### src/rtl/riscv_ctrl_pkg.sv
// Shared encodings and control-bundle types for the RV32I pipelined controller.
package riscv_ctrl_pkg;

  localparam logic [6:0] OP_LW  = 7'b0000011;
  localparam logic [6:0] OP_SW  = 7'b0100011;
  localparam logic [6:0] OP_R   = 7'b0110011;
  localparam logic [6:0] OP_BEQ = 7'b1100011;
  localparam logic [6:0] OP_I   = 7'b0010011;
  localparam logic [6:0] OP_JAL = 7'b1101111;

  localparam logic [1:0] IMM_I = 2'b00;
  localparam logic [1:0] IMM_S = 2'b01;
  localparam logic [1:0] IMM_B = 2'b10;
  localparam logic [1:0] IMM_J = 2'b11;

  localparam logic [1:0] ALU_OP_ADD  = 2'b00;
  localparam logic [1:0] ALU_OP_SUB  = 2'b01;
  localparam logic [1:0] ALU_OP_FUNC = 2'b10;

  localparam logic [2:0] ALU_ADD = 3'b000;
  localparam logic [2:0] ALU_SUB = 3'b001;
  localparam logic [2:0] ALU_AND = 3'b010;
  localparam logic [2:0] ALU_OR  = 3'b011;
  localparam logic [2:0] ALU_SLT = 3'b101;

  localparam logic [1:0] RES_ALU = 2'b00;
  localparam logic [1:0] RES_MEM = 2'b01;
  localparam logic [1:0] RES_PC4 = 2'b10;

  typedef struct packed {
    logic       reg_write;
    logic [1:0] result_src;
    logic       mem_write;
    logic       jump;
    logic       branch;
    logic [2:0] alu_control;
    logic       alu_src;
    logic       illegal;
  } ctrl_t;

  // Later stages only carry the fields they still consume.
  typedef struct packed {
    logic       reg_write;
    logic [1:0] result_src;
    logic       mem_write;
  } mem_ctrl_t;

  typedef struct packed {
    logic       reg_write;
    logic [1:0] result_src;
  } wb_ctrl_t;

  typedef struct packed {
    logic       legal;
    logic [2:0] alu_control;
  } alu_dec_t;

  function automatic alu_dec_t alu_decode(input logic [1:0] alu_op,
                                          input logic [2:0] funct3,
                                          input logic       op_b5,
                                          input logic       funct7_b5);
    alu_dec_t r;
    r.legal       = 1'b1;
    r.alu_control = ALU_ADD;
    case (alu_op)
      ALU_OP_SUB:  r.alu_control = ALU_SUB;
      ALU_OP_FUNC: begin
        case (funct3)
          3'b000:  r.alu_control = (op_b5 & funct7_b5) ? ALU_SUB : ALU_ADD;
          3'b010:  r.alu_control = ALU_SLT;
          3'b110:  r.alu_control = ALU_OR;
          3'b111:  r.alu_control = ALU_AND;
          default: r.legal = 1'b0;
        endcase
      end
      default:     r.alu_control = ALU_ADD;
    endcase
    return r;
  endfunction

endpackage

### src/rtl/control_pipe_main_decoder.sv
// Combinational Decode-stage decoder: instruction -> control bundle and immediate format.
module main_decoder
  import riscv_ctrl_pkg::*;
#(
  parameter int XLEN = 32
) (
  input  logic [XLEN-1:0] instr,
  output ctrl_t           ctrl,
  output logic [1:0]      imm_src
);

  logic [6:0] opcode;
  logic [1:0] alu_op;
  alu_dec_t   alu;
  logic       unused_instr;

  assign opcode       = instr[6:0];
  assign unused_instr = ^{instr[XLEN-1:31], instr[29:15], instr[11:7]};
  assign alu          = alu_decode(alu_op, instr[14:12], opcode[5], instr[30]);

  always_comb begin
    // NOTE: every output gets a default before the case so no path leaves it unassigned (no latch).
    ctrl    = '0;
    imm_src = IMM_I;
    alu_op  = ALU_OP_ADD;
    case (opcode)
      OP_LW: begin
        ctrl.reg_write  = 1'b1;
        ctrl.alu_src    = 1'b1;
        ctrl.result_src = RES_MEM;
      end
      OP_SW: begin
        ctrl.mem_write = 1'b1;
        ctrl.alu_src   = 1'b1;
        imm_src        = IMM_S;
      end
      OP_R: begin
        ctrl.reg_write = 1'b1;
        alu_op         = ALU_OP_FUNC;
      end
      OP_BEQ: begin
        ctrl.branch = 1'b1;
        imm_src     = IMM_B;
        alu_op      = ALU_OP_SUB;
      end
      OP_I: begin
        ctrl.reg_write = 1'b1;
        ctrl.alu_src   = 1'b1;
        alu_op         = ALU_OP_FUNC;
      end
      OP_JAL: begin
        ctrl.reg_write  = 1'b1;
        ctrl.jump       = 1'b1;
        ctrl.result_src = RES_PC4;
        imm_src         = IMM_J;
      end
      default: ctrl.illegal = 1'b1;
    endcase

    ctrl.alu_control = alu.alu_control;
    // An unsupported funct3 must not leave any side effect in flight.
    if (!alu.legal) begin
      ctrl         = '0;
      ctrl.illegal = 1'b1;
    end
  end

endmodule

### src/rtl/control_pipe.sv
// Pipelined main controller: decodes in D and carries control through the E, M and W registers.
module control_pipe
  import riscv_ctrl_pkg::*;
#(
  parameter int XLEN = 32
) (
  input  logic            clk,
  input  logic            reset,
  input  logic [XLEN-1:0] instr_d,
  input  logic            flush_e,
  input  logic            zero_e,
  output logic [1:0]      imm_src_d,
  output logic            illegal_d,
  output logic            alu_src_e,
  output logic [2:0]      alu_control_e,
  output logic            branch_e,
  output logic            jump_e,
  output logic            pc_src_e,
  output logic            illegal_e,
  output logic            mem_write_m,
  output logic            reg_write_m,
  output logic [1:0]      result_src_m,
  output logic            reg_write_w,
  output logic [1:0]      result_src_w
);

  ctrl_t     ctrl_dec;
  ctrl_t     ctrl_e_d, ctrl_e_q;
  mem_ctrl_t ctrl_m_d, ctrl_m_q;
  wb_ctrl_t  ctrl_w_d, ctrl_w_q;

  main_decoder #(.XLEN(XLEN)) u_main_decoder (
    .instr   (instr_d),
    .ctrl    (ctrl_dec),
    .imm_src (imm_src_d)
  );

  always_comb begin
    ctrl_e_d            = flush_e ? ctrl_t'('0) : ctrl_dec;
    ctrl_m_d.reg_write  = ctrl_e_q.reg_write;
    ctrl_m_d.result_src = ctrl_e_q.result_src;
    ctrl_m_d.mem_write  = ctrl_e_q.mem_write;
    ctrl_w_d.reg_write  = ctrl_m_q.reg_write;
    ctrl_w_d.result_src = ctrl_m_q.result_src;
  end

  always_ff @(posedge clk) begin
    // NOTE: state is updated with non-blocking assignments so every stage samples the pre-edge values.
    if (reset) begin
      ctrl_e_q <= '0;
      ctrl_m_q <= '0;
      ctrl_w_q <= '0;
    end else begin
      ctrl_e_q <= ctrl_e_d;
      ctrl_m_q <= ctrl_m_d;
      ctrl_w_q <= ctrl_w_d;
    end
  end

  assign illegal_d     = ctrl_dec.illegal;
  assign alu_src_e     = ctrl_e_q.alu_src;
  assign alu_control_e = ctrl_e_q.alu_control;
  assign branch_e      = ctrl_e_q.branch;
  assign jump_e        = ctrl_e_q.jump;
  assign illegal_e     = ctrl_e_q.illegal;
  // Uses the E contents of this cycle, so a concurrent flush cannot cancel it.
  assign pc_src_e      = (ctrl_e_q.branch & zero_e) | ctrl_e_q.jump;
  assign mem_write_m   = ctrl_m_q.mem_write;
  assign reg_write_m   = ctrl_m_q.reg_write;
  assign result_src_m  = ctrl_m_q.result_src;
  assign reg_write_w   = ctrl_w_q.reg_write;
  assign result_src_w  = ctrl_w_q.result_src;

endmodule

### config.mk
export PLATFORM = sky130hd
export DESIGN_NAME = control_pipe
export DESIGN_NICKNAME = d
export VERILOG_FILES = /design/src/rtl/riscv_ctrl_pkg.sv /design/src/rtl/control_pipe_main_decoder.sv /design/src/rtl/control_pipe.sv
export SDC_FILE = /design/constraint.sdc
export NUM_CORES = 1
export LEC_CHECK = 0
export BUFFER_PORTS_ARGS = -buffer_cell sky130_fd_sc_hd__clkbuf_2
export CAP_MARGIN = 10
export CORE_MARGIN = 2
export CORE_UTILIZATION = 41
export CTS_CLUSTER_SIZE = 20
export DETAILED_ROUTE_END_ITERATION = 8
export MAX_ROUTING_LAYER = met4
export PLACE_DENSITY = 0.82
export SLEW_MARGIN = 20
export SYNTH_ARGS = -nofsm -noshare
export SYNTH_HDL_FRONTEND = slang
export SYNTH_SLANG_ARGS = --single-unit
### constraint.sdc
create_clock -name clk -period 4.6 [get_ports clk]
set_input_delay 0.23 -clock clk [delete_from_list [all_inputs] [get_ports clk]]
set_output_delay 0.23 -clock clk [all_outputs]
set_load 0.005 [all_outputs]
==> results.md, run 1 <==
- Post-synthesis sequential area ratio: between 40% and 50%
- CP Launch Type: input pin
- DP Wirelength: 1058 µm
- Largest net degree at the start of global routing: 11
- M2 GR Usage: around a quarter
- Clock Skew: 0.001631 ns
- Die Height: 46 µm
- Most common cell after layout, fill and taps aside: clkbuf_2
- Status: finished, final reports clean
- Initial antenna violation count: 0
- Worst hold stages: 2
- CP peak stage delay: 0.50 ns
- Synth Instances: 72
- Maximum capacitance violations: 0
- Crit. End Element: output port
- Post-CTS sizing: 0
- Worst-margin pin slew: between 0.2 and 0.25 ns
- Yosys warns: 0
- Met1 Use GR: 14.66%
- RSZ-0062 raised after global routing: no
- Most frequent cells in the layout: clkbuf_2, dfxtp_1, nor2b_1
- R2r worst-path depth: 1
- Final worst-path cycle share: 42.50%
- Critical hold path startpoint: flush_e
- Worst-Skew Late Latency: 0.28 ns
- Async SR Flop Fraction: 0%
- Syn Std Cell Area: 723.2 µm²
- Vias: 600
- CTS Buf Count: 3
- Final setup fails: 0
- Core Util, Final: 53.19%
- I/O Buffers: 32
- Crit-path max FO: 6
- DR WL/cell: 10.87 µm
- Slew headroom: 84.43%
- Distinct cell type count after synthesis: 30
- Syn Area/Cell: 10.04 µm²
- Met3 GRT Util: 2.381%
- Flops & latches, synth: 17
- Count of final max-slew check failures: 0
- Fin crit period: 1.955 ns
- Syn Nets: 110
- Routability congestion estimate: 0.8111
- Row cnt: 15
- Final hold violation count: 0
- Vias per Instance: a little under 5
- WP buf/inv: 2
- Nets@finish: ~140
- ANT cells: 0
- Worst Path Required: 4.37 ns
- Peak supply drop: 0.1056 mV
- Top FF cell, synth: dfxtp_1
- GRT Total Usage: 14.88%
- DRC errors left: 0
- Worst Hold End: alu_control_e[2]$_SDFF_PP0_
- First DRT Iteration DRCs: 9
- HP Class: in2reg
- Clock tree buffer depth: 2
- Crit Path Class: in2out
- GRT Max-Usage Layer: met2
- Crit path max-delay family: simple AND/OR/NAND/NOR gates
- Number of hold buffers added after CTS: 0
- Critical path's slowest cell: or4b_4
- Area of the die: roughly 0.0021 mm²
- Layout cells sized above 1: 42.31%
- Core footprint: 0.001689 mm²
- I/O pin total: 54
- Synthesis-to-finish area growth: 24.22%
- Number of global-route vias before repair: 558
- Drt first pass iters: 2
- CTS H-tree depth: 1
- Final wirelength: approximately 1300 µm
- Number of setup buffers added after CTS: 0
- Crit-path cells: clkbuf_2 > and3b_2 > or4b_4 > ha_1 > nand3_1 > nand3_1 > clkbuf_2
- Fin Setup TNS: 0 ns
- Lkg Pwr: 0.4125 nW
- Root buf cell: clkbuf_4
- Fill cells: roughly 160
- Die X: about 46 µm
- First-pass GRT wire length: about 2200 µm
- Clock slew at reported path FFs: 0.09 ns
- Starting density of the core: 42.81%
- CTS tree: done
- Reg2Reg Launch Point: ctrl_e_q[9]$_SDFF_PP0_
- Power Dens Cells: around 270 mW/mm²
- Gr ovfl total: 0
- Max Freq: 511.5 MHz
- CP Data Arrival Time: 1.72 ns
- Post-synth EDFFs: 0
- R2r setup slk: around 4.0 ns
- R2r endpoint: result_src_m[1]$_SDFF_PP0_
- DRT antenna net count: 0
- Sink Count: 17
-- kinds of logic after synthesis --
family	count (synthesis)	synth area share [%]
AO/OA/AOI/OAI	10	12.97
buffers and inverters	6	5.709
AND/OR/NAND/NOR	37	30.80
flip-flops	17	47.06
adder cells (fa/ha/maj)	2	3.460
-- layout make-up --
class | count | area, µm² | area share, %
Clock buffer | 3 | 22.52 | 2.507
Clock inverter | 1 | 5.005 | 0.5571
Inverter | 2 | 7.507 | 0.8357
Multi-Input combinational cell | 49 | 341.6 | 38.02
Sequential cell | 17 | 340.3 | 37.88
Tap cell | 17 | 21.27 | 2.368
Timing Repair Buffer | 32 | 160.2 | 17.83
-- power breakdown --
group	internal [mW]	switching (mW)	leakage (nW)	total (mW)
Clock	0.0322	0.0416	0.0177	0.0738
Sequential	0.148	0.000197	0.137	0.148
Combinational	0.0100	0.0132	0.258	0.0232
-- per-stage QoR --
step           worst slack, ns  std cells  total power, mW  area, µm²  hold slack [ns]
3_3_place_gp             2.563        117           0.1738      870.8           0.4223
6_report                 2.645        121           0.2450      898.4           0.1677
5_1_grt                  2.567        121           0.2575      898.4           0.1490
3_5_place_dp             2.534        117           0.1746      870.8           0.4220
2_1_floorplan            2.797         72           0.1631      723.2           0.3061
4_1_cts                  2.645        121           0.2481      898.4           0.1538
-- Yosys cell counts, types with 2 or more instances --
cell type | instances | area, µm²
nor3_1 | 5 | 25.02
nand3_1 | 6 | 30.03
a211oi_1 | 2 | 15.01
nor4_1 | 2 | 12.51
nand2_1 | 4 | 15.01
inv_1 | 2 | 7.510
buf_4 | 3 | 22.52
ha_1 | 2 | 25.02
dfxtp_1 | 17 | 340.3
nor2b_1 | 8 | 50.05
and2_1 | 2 | 12.51
-- registers in the layout (all words and copies together) (netlist names) --
name / cells
alu_src_e: 1
reg_write_m: 1
result_src_w: 2
result_src_m: 2
mem_write_m: 1
illegal_e: 1
alu_control_e: 3
reg_write_w: 1
branch_e: 1
ctrl_e_q: 4
-- routing by layer --
metal / up-vias / wire, µm
li1: 320 / -
met2: 19 / 633
met3: 2 / 59
met1: 259 / 594
met5: - / 0
met4: 0 / 27
-- worst max path at each step --
stage | from | cells past startpoint | end
after floorplan | instr_d[4] | 5 | alu_control_e[0]$_SDFF_PP0_
final | instr_d[4] | 7 | illegal_d
after global routing | instr_d[4] | 7 | illegal_d
after CTS | instr_d[4] | 7 | illegal_d
after global placement | instr_d[4] | 6 | alu_src_e$_SDFF_PP0_
after detailed placement | instr_d[4] | 6 | alu_control_e[1]$_SDFF_PP0_
(Power assumes the default switching activity.)
==> run 2: changes to the inputs <==
--- a/config.mk
+++ b/config.mk
@@ -5,14 +5,15 @@
 export SDC_FILE = /design/constraint.sdc
 export NUM_CORES = 1
 export LEC_CHECK = 0
+export ABC_AREA = 1
 export BUFFER_PORTS_ARGS = -buffer_cell sky130_fd_sc_hd__clkbuf_2
 export CAP_MARGIN = 10
 export CORE_MARGIN = 2
-export CORE_UTILIZATION = 41
+export CORE_UTILIZATION = 38
 export CTS_CLUSTER_SIZE = 20
 export DETAILED_ROUTE_END_ITERATION = 8
 export MAX_ROUTING_LAYER = met4
-export PLACE_DENSITY = 0.82
+export PLACE_DENSITY = 0.77
 export SLEW_MARGIN = 20
 export SYNTH_ARGS = -nofsm -noshare
 export SYNTH_HDL_FRONTEND = slang
==> constraint.sdc (replaced) <==
create_clock -name clk -period 1.9 [get_ports clk]
set_input_delay 0.095 -clock clk [delete_from_list [all_inputs] [get_ports clk]]
set_output_delay 0.095 -clock clk [all_outputs]
set_load 0.005 [all_outputs]
==> run 2 against run 1 <==
  * Final cell count rose by 25%
  * Largest cell class is now flip-flops and latches
  * Design area rose by 0.97%
  * Combinational power rose by 110%
  * Worst setup slack got worse by 2.0 ns
  * Clock power rose to 2.5 times the previous value
  * Highest routed layer unchanged
  * Synthesized cell count rose by 29%
  * Critical path depth rose by 3
  * Synthesized area fell by 2.4%
  * Die area rose by 4.8%
  * Sequential power rose by 140%
==> results.md, run 2 <==
- Synthesis-to-finish area growth: 28.55%
- DRC errors left: 0 (unchanged)
- GRT Max-Usage Layer: met2
- CP peak stage delay: 0.23 ns (-0.27 ns)
- Critical path's slowest cell: or2_1
- Peak supply drop: 0.2721 mV (+160%)
- CP Data Arrival Time: 1.50 ns (-0.22 ns)
- Most frequent cells in the layout: clkbuf_2, nor2_1, inv_1, dfxtp_1, nand2_1
- Layout cells sized above 1: 32.54% (-9.8 points)
- R2r setup slk: 1.39 ns (-2.65 ns)
- Crit-path cells: clkbuf_2 > nor2_1 > nand2_1 > nor2_1 > inv_1 > ha_1 > nand3_2 > nand2_4 > or2_1 > nor3_1
- Most frequent cell after synthesis: nor2_1
- Reg2Reg Launch Point: ctrl_e_q[9]$_SDFF_PP0_
- Nets@finish: 165 (+15%)
- I/O pin total: 54 (unchanged)
- Fin Setup TNS: 0 ns (unchanged)
- Top FF cell, synth: dfxtp_1
- Maximum capacitance violations: 0 (unchanged)
- Drt first pass iters: 2 (unchanged)
- Crit. End Element: flip-flop
- Fin crit period: 1.302 ns
- Final setup fails: 0 (unchanged)
- Final wirelength: 1216 µm (-7.5%)
- Largest net degree at the start of global routing: 11 (unchanged)
- First-pass GRT wire length: 1904 µm (-12%)
- Flops & latches, synth: 17 (unchanged)
- CTS tree: done
- M2 GR Usage: 20.27% (-5.8 points)
- Root buf cell: clkbuf_4
- Async SR Flop Fraction: 0% (unchanged)
- Number of hold buffers added after CTS: 0 (unchanged)
- GRT Total Usage: 13.02% (-1.9 points)
- Slew headroom: 87.05% (+2.6 points)
- Setup WS post-layout: 0.5980 ns (-2.047 ns)
- Die Height: 47.10 µm (+2.4%)
- Starting density of the core: 40.43% (-2.4 points)
- I/O Buffers: 32 (unchanged)
- Die X: 47.10 µm (+2.4%)
- Core footprint: 0.001745 mm² (+3.3%)
- Setup WS pre-CTS: 0.3008 ns (-2.234 ns)
- Synth Instances: 93 (+29%)
- Final instance area: 907.1 µm² (+0.97%)
- Clock slew at reported path FFs: 0.10 ns (about the same)
- Routability congestion estimate: 0.8192 (+1.0%)
- Post-CTS sizing: 0 (unchanged)
- Met3 GRT Util: 1.154% (-1.2 points)
- Post-DP Area: 869.6 µm² (-0.14%)
- R2r worst-path depth: 2 (+1)
- Critical hold path startpoint: instr_d[4]
- Area of the die: 0.002218 mm² (+4.8%)
- Gr ovfl total: 0 (unchanged)
- Row cnt: 15 (unchanged)
- R2r endpoint: result_src_m[1]$_SDFF_PP0_
- HP Class: in2reg
- Worst Hold End: alu_src_e$_SDFF_PP0_
- Post-synth EDFFs: 0 (unchanged)
- Worst hold stages: 2 (unchanged)
- Lkg Pwr: 0.4524 nW (+9.7%)
- Yosys top cell by area: dfxtp_1
- Sink Count: 17 (unchanged)
- Distinct cell type count after synthesis: 18 (-40%)
- Syn Area/Cell: 7.588 µm² (-24%)
- Final hold violation count: 0 (unchanged)
- Vias: 636 (+6.0%)
- Most common cell after layout, fill and taps aside: clkbuf_2
- Number of global-route vias before repair: 500 (-10%)
- Met1 Use GR: 14.62% (-0.041 points)
- Top cells by count, synth: nor2_1, dfxtp_1, inv_1
- Count of final max-slew check failures: 0 (unchanged)
- DR WL/cell: 8.053 µm (-26%)
- CTS Buf Count: 3 (unchanged)
- Setup crit start: instr_d[2]
- ANT cells: 0 (unchanged)
- Crit-path max FO: 6 (unchanged)
- CP dominant cell by count: nor2_1
- CP Launch Type: input pin
- Syn Nets: 131 (+19%)
- Final worst-path cycle share: 68.53%
- Worst-margin pin slew: 0.1936 ns (-0.03818 ns)
- Number of setup buffers added after CTS: 0 (unchanged)
- Yosys warns: 0 (unchanged)
- RSZ-0062 raised after global routing: no
- First DRT Iteration DRCs: 4 (-5)
- Share of the synthesized area in the top cell type: 48.23% (+1.2 points)
- Clock Skew: 0.005354 ns (+0.003723 ns)
- Initial antenna violation count: 0 (unchanged)
- Clock tree buffer depth: 2 (unchanged)
- Ranking of synthesized cells by area: dfxtp_1, nor2_1, inv_1
- Worst-Skew Late Latency: 0.29 ns (about the same)
- Crit Path Class: in2reg
- Syn Std Cell Area: 705.7 µm² (-2.4%)
- CTS H-tree depth: 1 (unchanged)
- Power Dens Cells: 653.4 mW/mm² (+140%)
- Max Freq: 768.1 MHz
- Max reg flops: 4 (unchanged)
- Vias per Instance: 4.212 (-15%)
- Most flop-heavy register: ctrl_e_q
- Worst Path Required: 2.10 ns (-2.27 ns)
- Post-synthesis sequential area ratio: 48.23% (+1.2 points)
- Status: finished, final reports clean
- DRT antenna net count: 0 (unchanged)
- DP Wirelength: 999.4 µm (-5.6%)
==> run 2: power breakdown <==
| group | internal [mW] | switching (mW) | total, mW |
|---|---|---|---|
| clock | 0.0782 | 0.108 | 0.186 |
| combinational | 0.0215 | 0.0270 | 0.0485 |
| sequential | 0.358 | 0.000441 | 0.358 |
| total | 0.458 | 0.135 | 0.593 |
==> run 2: area by class of cell <==
| cell class | instances | area, µm² |
|---|---|---|
| clock buffers | 3 | 22.52 |
| well taps | 25 | 31.28 |
| repair buffers | 33 | 170.2 |
| fillers | 183 | 838.3 |
| inverters | 17 | 63.81 |
| clock inverters | 1 | 5.005 |
| multi-input cells | 55 | 274.0 |
| flip-flops and latches | 17 | 340.3 |
==> run 2: layer usage <==
metal	share of wire (%)	vias to the layer above
li1	-	344
met1	43	262
met2	47	26
met3	5.8	4
met4	3.8	0
met5	0	-
==> run 2: critical path, delay by kind of cell <==
| family | cells | cell delay [ns] |
|---|---|---|
| buf+inv | 2 | 0.19 |
| fa+ha+maj | 1 | 0.22 |
| simple gates | 7 | 1.00 |
==> run 2: logic make-up after synthesis <==
logic type      share of synthesized area, %
compound gates                         3.724
fa+ha+maj                              3.546
buf+inv                                12.94
flops                                  48.23
simple gates                           31.56
==> run 2: metrics by stage <==
step | total power [mW] | hold slack (ns) | cells | utilization [%]
final | 0.5927 | 0.01252 | 151 | 51.97
after global routing | 0.6227 | 0.01600 | 151 | 51.97
after CTS | 0.5938 | 0.009883 | 150 | 51.40
after detailed placement | 0.4135 | 0.3195 | 146 | 49.82
after global placement | 0.4125 | 0.3161 | 146 | 49.82
after floorplan | 0.3901 | 0.1647 | 93 | -
==> run 2: worst max-delay path by stage <==
| stage | endpoint | slack, ns |
|---|---|---|
| 6_report | alu_control_e[1]$_SDFF_PP0_ | 0.60 |
| 3_5_place_dp | alu_control_e[1]$_SDFF_PP0_ | 0.30 |
| 5_1_grt | alu_control_e[1]$_SDFF_PP0_ | 0.49 |
| 2_1_floorplan | alu_control_e[1]$_SDFF_PP0_ | 0.60 |
| 4_1_cts | illegal_d | 0.59 |
| 3_3_place_gp | alu_control_e[1]$_SDFF_PP0_ | 0.38 |
==> run 3: changes to the inputs <==
--- a/config.mk
+++ b/config.mk
@@ -9,11 +9,11 @@
 export BUFFER_PORTS_ARGS = -buffer_cell sky130_fd_sc_hd__clkbuf_2
 export CAP_MARGIN = 10
 export CORE_MARGIN = 2
-export CORE_UTILIZATION = 38
+export CORE_UTILIZATION = 34
 export CTS_CLUSTER_SIZE = 20
 export DETAILED_ROUTE_END_ITERATION = 8
 export MAX_ROUTING_LAYER = met4
-export PLACE_DENSITY = 0.77
+export PLACE_DENSITY = 0.73
 export SLEW_MARGIN = 20
 export SYNTH_ARGS = -nofsm -noshare
 export SYNTH_HDL_FRONTEND = slang
==> constraint.sdc (replaced) <==
create_clock -name clk -period 1.05 [get_ports clk]
set_input_delay 0.0525 -clock clk [delete_from_list [all_inputs] [get_ports clk]]
set_output_delay 0.0525 -clock clk [all_outputs]
set_load 0.005 [all_outputs]
==> run 3 against run 2 <==
  * The run now ends with negative setup slack left
  * Sequential power increased by 81%
  * Final cell count increased by 11%
  * Design area increased by 26%
  * Non-clock buffer count increased by 15
  * Routed wire length increased by 46%
  * Clock-buffer cell count unchanged
  * Via count increased by 16%
  * Core utilization increased by 6.1 points
  * Critical path depth increased by 1
  * First-iteration DRC count decreased by 50%
==> results.md, run 3 (synthesis gave the netlist of run 2 again) <==
- Largest net degree at the start of global routing: 11 (unchanged)
- Worst-margin pin slew: 0.2289 ns (+0.03535 ns)
- Worst Path Required: 1.26 ns (-0.84 ns)
- Crit. End Element: flip-flop
- Power Dens Cells: 989.1 mW/mm² (+51%)
- Crit-path max FO: 3 (-3)
- Fill cells: 193 (+5.5%)
- WP buf/inv: 3 (+1)
- Sink Count: 17 (unchanged)
- CTS tree: done
- Maximum capacitance violations: 0 (unchanged)
- Fin crit period: 1.174 ns
- Most frequent cells in the layout: clkbuf_2, nor2_1, dfxtp_1
- Met3 GRT Util: 0.9091% (-0.24 points)
- Starting density of the core: 35.97% (-4.5 points)
- Setup WS pre-CTS: -0.2889 ns (-0.5896 ns)
- CP Launch Type: input pin
- Most flop-heavy register: ctrl_e_q
- RSZ-0062 raised after global routing: yes
- CTS Buf Count: 3 (unchanged)
- Vias: 735 (+16%)
- Slew headroom: 84.70% (-2.3 points)
- Worst-Skew Late Latency: 0.28 ns (about the same)
- Final setup fails: 5 (+5)
- Count of final max-slew check failures: 0 (unchanged)
- Core footprint: 0.001962 mm² (+12%)
- Setup crit start: instr_d[2]
- Vias per Instance: 4.375 (+3.9%)
- Critical path's slowest cell: or2_4
- First-pass GRT wire length: 2387 µm (+25%)
- Multi-input gate area: 365.4 µm² (+33%)
- Met1 Use GR: 13.58% (-1.0 points)
- Final Instance Count excl. Fillers: 168 (+11%)
- Core Util, Final: 58.04% (+6.1 points)
- Lkg Pwr: 0.5697 nW (+26%)
- Crit-path cells: buf_6 > nor2_4 > nand2_4 > nor2_4 > inv_2 > ha_4 > nand3_4 > buf_6 > nand2_4 > or2_4 > nor3_4
- Fin Setup TNS: -0.3289 ns (-0.3289 ns)
- Register area: 340.3 µm² (unchanged)
- CP Data Arrival Time: 1.38 ns (-0.12 ns)
- Area of the die: 0.002456 mm² (+11%)
- Most common cell after layout, fill and taps aside: clkbuf_2
- DR WL/cell: 10.54 µm (+31%)
- DRT antenna net count: 0 (unchanged)
- DRC errors left: 0 (unchanged)
- Clock slew at reported path FFs: 0.09 ns (about the same)
- Reg2Reg Launch Point: ctrl_e_q[9]$_SDFF_PP0_
- CTS H-tree depth: 1 (unchanged)
- First DRT Iteration DRCs: 2 (-2)
- Layout cells sized above 1: 53.19% (+21 points)
- Status: complete, but fails checks
- Peak supply drop: 0.4865 mV (+79%)
- Final instance area: 0.001139 mm² (+26%)
- Max Freq: around 850 MHz
- Hold WS: 0.01251 ns (-0.00001440 ns)
- Final hold violation count: 0 (unchanged)
- Worst hold stages: 3 (+1)
- Gr ovfl total: 0 (unchanged)
- GRT Total Usage: 12.84% (-0.17 points)
- HP Class: in2reg
- Setup WS post-layout: -0.1242 ns (-0.7222 ns)
- Nets@finish: 180 (+9.1%)
- Routability congestion estimate: 0.8051 (-1.7%)
- Die Height: 49.56 µm (+5.2%)
- Crit path depth: 11 (+1)
- ANT cells: 0 (unchanged)
- Crit Path Class: in2reg
- Initial antenna violation count: 0 (unchanged)
- Final worst-path cycle share: 111.8%
- Critical hold path startpoint: instr_d[30]
- Clock Skew: 0.004586 ns (-0.0007678 ns)
- Drt first pass iters: 4 (+2)
- Number of global-route vias before repair: 631 (+26%)
- Crit path max-delay family: simple AND/OR/NAND/NOR gates
- Synthesis-to-finish area growth: 61.35%
- CP peak stage delay: 0.26 ns (+0.03 ns)
- Root buf cell: clkbuf_4
- Row cnt: 16 (+1)
- Clock tree buffer depth: 2 (unchanged)
- Placed Cells incl. Taps: 159 (+8.9%)
- M2 GR Usage: 23.56% (+3.3 points)
- Post-DP Area: 972.2 µm² (+12%)
- GRT Max-Usage Layer: met2
- I/O pin total: 54 (unchanged)
- I/O Buffers: 32 (unchanged)
- Die X: 49.56 µm (+5.2%)
- Failing checks: negative setup slack
- Max reg flops: 4 (unchanged)
- Power, Total: 1.126 mW (+90%)
- Final wirelength: 1771 µm (+46%)
- R2r worst-path depth: 2 (unchanged)
- DP Wirelength: 1227 µm (+23%)
[run 3: where the power goes]
group / internal [mW] / total, mW / switching (mW)
Combinational: 0.0682 / 0.144 / 0.0756
Sequential: 0.648 / 0.648 / 0.000815
Clock: 0.141 / 0.334 / 0.193
Total: 0.857 / 1.13 / 0.269
[run 3: final timing paths]
path,end,slack [ns]
setup / recovery,alu_control_e[1]$_SDFF_PP0_,-0.12
hold / removal,alu_control_e[0]$_SDFF_PP0_,0.01
setup reg to reg,result_src_m[1]$_SDFF_PP0_,0.52
hold reg to reg,mem_write_m$_SDFF_PP0_,0.41
[run 3: final cells by class]
type,count,share of cell area (%)
sequential,17,29.89
clock buffer,3,1.978
tap,27,2.967
inverter,17,5.604
timing repair buffer,48,27.03
multi-input combinational,55,32.09
clock inverter,1,0.4396
[run 3: layer usage]
metal | vias up | part of all wire, %
met3 | 4 | 5.0
met4 | 0 | 2.0
li1 | 372 | -
met1 | 331 | 40
met2 | 28 | 53
met5 | - | 0
[run 3: timing repair]
item / CTS / global route
setup endpoints to repair: 1 / 10
buffers inserted: 5 / 1
hold buffers: 0 / 0
pin swaps: 5 / 14
resized for setup: 6 / 21
[run 3: worst min-delay path: cells and delay by family]
family | cells | cell delay [ns]
buf+inv | 1 | 0.08
compound gates | 1 | 0.06
simple gates | 1 | 0.07
